--- src/rtl/rx_pkg.sv ---
// Shared types for the serial receive framer: FSM state encoding and
// parity-type constants used by the framer and its parity helper.
package rx_pkg;

    typedef enum logic [1:0] {
        ST_IDLE   = 2'd0,
        ST_DATA   = 2'd1,
        ST_PARITY = 2'd2,
        ST_DONE   = 2'd3
    } rx_state_e;

    localparam logic PAR_EVEN = 1'b0;
    localparam logic PAR_ODD  = 1'b1;

endpackage : rx_pkg

--- src/rtl/rx_parity_calc.sv ---
// Combinational expected-parity generator: the parity bit a correct
// transmitter would append to data_i for the selected parity type.
module rx_parity_calc
    import rx_pkg::*;
#(
    parameter int DATA_W = 8
) (
    input  logic [DATA_W-1:0] data_i,
    input  logic              par_typ_i,
    output logic              exp_par_o
);

    logic data_xor;

    always_comb begin
        data_xor  = ^data_i;
        exp_par_o = (par_typ_i == PAR_ODD) ? ~data_xor : data_xor;
    end

endmodule : rx_parity_calc

--- src/rtl/rx_shift_framer.sv ---
// Serial-to-parallel receive framer: collects DATA_W strobed bits plus an
// optional parity bit, then presents the frame with a one-cycle valid pulse.
module rx_shift_framer
    import rx_pkg::*;
#(
    parameter int DATA_W    = 8,
    parameter bit LSB_FIRST = 1'b1
) (
    input  logic              clk,
    input  logic              rst_n,
    input  logic              start,
    input  logic              deser_en,
    input  logic              sampled_bit,
    input  logic              par_en,
    input  logic              par_typ,
    output logic [DATA_W-1:0] p_data,
    output logic              data_valid,
    output logic              par_err,
    output logic              busy
);

    localparam int                CNT_W    = $clog2(DATA_W + 1);
    localparam logic [CNT_W-1:0] CNT_LAST = CNT_W'(DATA_W - 1);
    localparam logic [CNT_W-1:0] CNT_MAX  = CNT_W'(DATA_W);

    rx_state_e         state_q, state_d;
    logic [CNT_W-1:0]  cnt_q, cnt_d;
    logic [DATA_W-1:0] sr_q, sr_d;
    logic [DATA_W-1:0] p_data_q, p_data_d;
    logic              par_err_q, par_err_d;
    logic              par_en_q, par_en_d;
    logic              par_typ_q, par_typ_d;
    logic              strobe_data;
    logic              frame_done;
    logic              exp_par;

    // New bit enters at the end that ends up holding the last-received bit.
    function automatic logic [DATA_W-1:0] shift_in(input logic [DATA_W-1:0] sr,
                                                   input logic              b);
        if (LSB_FIRST)
            return {b, sr[DATA_W-1:1]};
        else
            return {sr[DATA_W-2:0], b};
    endfunction

    // State register
    always_ff @(posedge clk or negedge rst_n) begin
        if (!rst_n)
            state_q <= ST_IDLE;
        else
            state_q <= state_d;
    end

    // Next-state logic; start overrides everything, including DONE
    always_comb begin
        state_d = state_q;
        if (start) begin
            state_d = ST_DATA;
        end else begin
            unique case (state_q)
                ST_IDLE:   state_d = ST_IDLE;
                ST_DATA: begin
                    if (deser_en && (cnt_q == CNT_LAST))
                        state_d = par_en_q ? ST_PARITY : ST_DONE;
                end
                ST_PARITY: begin
                    if (deser_en)
                        state_d = ST_DONE;
                end
                ST_DONE:   state_d = ST_IDLE;
                default:   state_d = ST_IDLE;
            endcase
        end
    end

    // Outputs decoded from the current state
    always_comb begin
        busy       = (state_q == ST_DATA) || (state_q == ST_PARITY);
        data_valid = (state_q == ST_DONE);
    end

    always_comb begin
        strobe_data = !start && deser_en && (state_q == ST_DATA);
        frame_done  = (state_d == ST_DONE);

        cnt_d     = cnt_q;
        sr_d      = sr_q;
        par_en_d  = par_en_q;
        par_typ_d = par_typ_q;
        p_data_d  = p_data_q;
        par_err_d = par_err_q;

        if (start) begin
            cnt_d     = '0;
            sr_d      = '0;
            par_en_d  = par_en;
            par_typ_d = par_typ;
        end else if (strobe_data) begin
            if (cnt_q != CNT_MAX)
                cnt_d = cnt_q + CNT_W'(1);
            sr_d = shift_in(sr_q, sampled_bit);
        end

        // sr_d already holds the final data bit on the completing edge; in the
        // parity case the strobed bit is the received parity.
        if (frame_done) begin
            p_data_d  = sr_d;
            par_err_d = par_en_q & (sampled_bit ^ exp_par);
        end
    end

    rx_parity_calc #(
        .DATA_W (DATA_W)
    ) u_parity (
        .data_i    (sr_d),
        .par_typ_i (par_typ_q),
        .exp_par_o (exp_par)
    );

    always_ff @(posedge clk or negedge rst_n) begin
        if (!rst_n) begin
            cnt_q     <= '0;
            sr_q      <= '0;
            p_data_q  <= '0;
            par_err_q <= 1'b0;
            par_en_q  <= 1'b0;
            par_typ_q <= 1'b0;
        end else begin
            cnt_q     <= cnt_d;
            sr_q      <= sr_d;
            p_data_q  <= p_data_d;
            par_err_q <= par_err_d;
            par_en_q  <= par_en_d;
            par_typ_q <= par_typ_d;
        end
    end

    assign p_data  = p_data_q;
    assign par_err = par_err_q;

endmodule : rx_shift_framer

--- config.mk ---
export PLATFORM = sky130hd
export DESIGN_NAME = rx_shift_framer
export DESIGN_NICKNAME = d
export VERILOG_FILES = /design/src/rtl/rx_pkg.sv /design/src/rtl/rx_parity_calc.sv /design/src/rtl/rx_shift_framer.sv
export SDC_FILE = /design/constraint.sdc
export NUM_CORES = 1
export LEC_CHECK = 0
export ABC_AREA = 1
export CORE_MARGIN = 4
export CORE_UTILIZATION = 30
export CTS_CLUSTER_DIAMETER = 50
export DETAILED_ROUTE_END_ITERATION = 10
export GPL_ROUTABILITY_DRIVEN = 1
export SYNTH_ARGS = -nofsm -noshare
export SYNTH_HDL_FRONTEND = slang
export SYNTH_SLANG_ARGS = --single-unit
--- constraint.sdc ---
create_clock -name clk -period 2 [get_ports clk]
set_input_delay 0.3 -clock clk [delete_from_list [all_inputs] [get_ports clk]]
set_output_delay 0.3 -clock clk [all_outputs]
set_load 0.005 [all_outputs]
==> results.json <==
{
  "drc_errors": 0,
  "grt_pass1_vias": 1112,
  "peakVddDrop_v": 0.000456,
  "clk_path_buf_depth": 2,
  "cts_buffers": 3,
  "htree_levels": 1,
  "path_class": "flip-flop to primary output",
  "route.antenna.remaining_nets": 0,
  "ff2ff_setup_slack_ps": 280,
  "rr_startpoint": "state_q[1]$_DFF_PN0_",
  "dp_hpwl_mm": 2.02,
  "cp-end-kind": "primary output",
  "power.total_mw": 1.59,
  "num-fill-cells": 448,
  "grtUsageTotal": 0.112,
  "vias_per_cell": 4.49,
  "ys_seq_area_frac": 0.467,
  "startpoint_type": "flip-flop",
  "clkSinkCount": 25,
  "synth_most_common_cell": "nand2_1",
  "antenna_found_initial": 0,
  "num_rows": 24,
  "synth.avg_cell_area_sq_um": 8.12,
  "p_leak_nw": 0.877,
  "cts_setup_buffers": 0,
  "dp.cells": 242,
  "holdBufCountCts": 0,
  "syn_inst": 165,
  "fmax_ghz": 0.565,
  "wl_per_cell_um": 10.9,
  "die-area_sq_mm": 0.00560,
  "cp_max_fo": 5,
  "fin_skew_ps": 0.922,
  "r2r_cells": 15,
  "fin_crit_sh": 0.885,
  "synth.area.top_cells": "dfrtp_1, nand2_1, ha_1",
  "ys_warn_count": 0,
  "path_clk_slew_ps": 80,
  "grt_first_pass_wirelength_mm": 4.88,
  "initial_core_util": 0.310,
  "num_io_pins": 18,
  "timing.final.crit_period_ps": 1770,
  "powerDensity_mw_per_mm2": 940,
  "finalSetupViolations": 0,
  "relSlewSlack": 0.780,
  "clockRootBuffer": "clkbuf_8",
  "layout-drive-gt1-share": 0.155,
  "area_growth_pct": 26.2,
  "layout.cells.non_filler": 246,
  "synth_common_cells": "nand2_1, dfrtp_1, inv_1",
  "firstDrtPassIters": 4,
  "rr_endpoint": "par_err$_DFFE_PN0N_",
  "coreArea_sq_mm": 0.00432,
  "routed_wl_mm": 2.69,
  "yosysTopAreaCell": "dfrtp_1",
  "status": "complete, no violations",
  "die_w_um": 74.8,
  "synth_edf_count": 0,
  "hp-class": "input pin to asynchronous set/reset pin",
  "drv_slew": 0,
  "die_y_um": 74.8,
  "num_vias": 1105,
  "synthArstFlopShare": 1.00,
  "drtIter0Drc": 55,
  "grt_start_max_net_pins": 26,
  "rsz0062_at_grt": "false",
  "worstSkewPairLatency_ps": 260,
  "cts_tree": "done",
  "place_congestion": 0.833,
  "overflow": 0,
  "netlist.area_leader.share": 0.467,
  "antenna_cells": 0,
  "synth-main-ff-cell": "dfrtp_1",
  "worst_pin_slew_ps": 329,
  "timing_hold_violations_final": 0,
  "synth.distinct_cells": 25,
  "cp.required_ps": 1700,
  "syn_area_sq_mm": 0.00134,
  "cap_viol_max_count": 0,
  "syn_nets": 179,
  "nets": 209,
  "yosys_register_bits": 25,
  "crit_arrival_ps": 1470,
  "numPortBuffers": 17
}
what timing repair did:
item                                    in CTS  in global routing
gates resized for setup                      0                  3
endpoints found under the setup margin       0                  3
hold endpoints to repair                     0                  0
registers in the layout, indices dropped and copies added, names as in the netlist:
| name | count |
|---|---|
| cnt_q | 4 |
| p_data | 8 |
| par_en_q | 1 |
| par_err | 1 |
| par_typ_q | 1 |
| sr_q | 8 |
| state_q | 2 |
worst max-delay path by stage:
| stage | startpoint | end | slack [ps] |
|---|---|---|---|
| 4_1_cts | state_q[0]$_DFF_PN0_ | busy | 30 |
| 5_1_grt | state_q[1]$_DFF_PN0_ | par_err$_DFFE_PN0N_ | 20 |
| 3_5_place_dp | deser_en | p_data[1]$_DFFE_PN0N_ | -20 |
| 6_report | state_q[0]$_DFF_PN0_ | data_valid | 230 |
| 2_1_floorplan | state_q[1]$_DFF_PN0_ | par_err$_DFFE_PN0N_ | 270 |
| 3_3_place_gp | deser_en | par_err$_DFFE_PN0N_ | -7 |
layer usage:
metal	global-route usage	up-vias	wire length, um
li1	-	576	-
met1	0.142	508	1310
met2	0.190	19	1240
met3	0.0347	2	132
met4	0.0178	0	10
met5	0	-	0
per-stage QoR:
stage | utilization | setup TNS, ps | setup WS, ps | hold slack [ps] | instance area, sq um
2_1_floorplan | - | 0 | 272 | 4.41 | 1340
3_3_place_gp | 0.377 | -6.94 | -6.94 | 473 | 1630
3_5_place_dp | 0.377 | -39.2 | -20.2 | 479 | 1630
4_1_cts | 0.388 | 0 | 33.1 | 410 | 1680
5_1_grt | 0.391 | 0 | 17.8 | 415 | 1690
6_report | 0.391 | 0 | 231 | 398 | 1690
final cells by class:
class | instances | area, sq um | area share
Clock buffer | 4 | 45.0 | 0.0266
Inverter | 21 | 78.8 | 0.0466
Multi-Input combinational cell | 116 | 622 | 0.368
Sequential cell | 25 | 626 | 0.370
Tap cell | 52 | 65.1 | 0.0385
Timing Repair Buffer | 28 | 255 | 0.151
power by group:
| group | switching [mW] | internal (mW) |
|---|---|---|
| clock | 0.155 | 0.142 |
| combinational | 0.345 | 0.306 |
| sequential | 0.0533 | 0.589 |
| total | 0.553 | 1.04 |
cells by family (layout without fill, tap and decap cells):
kind of cell	Yosys count	after routing	synth area share
xor+xnor	2	2	0.0131
buf+inv	24	53	0.0784
fa+ha+maj	7	7	0.0654
flops	25	25	0.467
simple gates	86	86	0.286
compound gates	21	21	0.0906
worst max-delay path, stage by stage, from the launching register on:
cell and delay (ps):
dfrtp_1 420, buf_4 170, ha_1 180, clkdlybuf4s50_1 440
layout by cell type (no fill, tap or decap), drive strengths merged:
cell type	synthesis	final
nand2	59	59
dfrtp	25	25
inv	21	21
clkdlybuf4s50	0	16
nand3	15	15
o21ai	15	15
buf	3	11
nor2	10	10
ha	7	7
clkbuf	0	4
a21oi	3	3
o211ai	2	2
nand4	1	1
xor2	1	1
xnor2	1	1
o31ai	1	1
nor3	1	1
dlymetal6s2s	0	1
(Power assumes the default switching activity.)
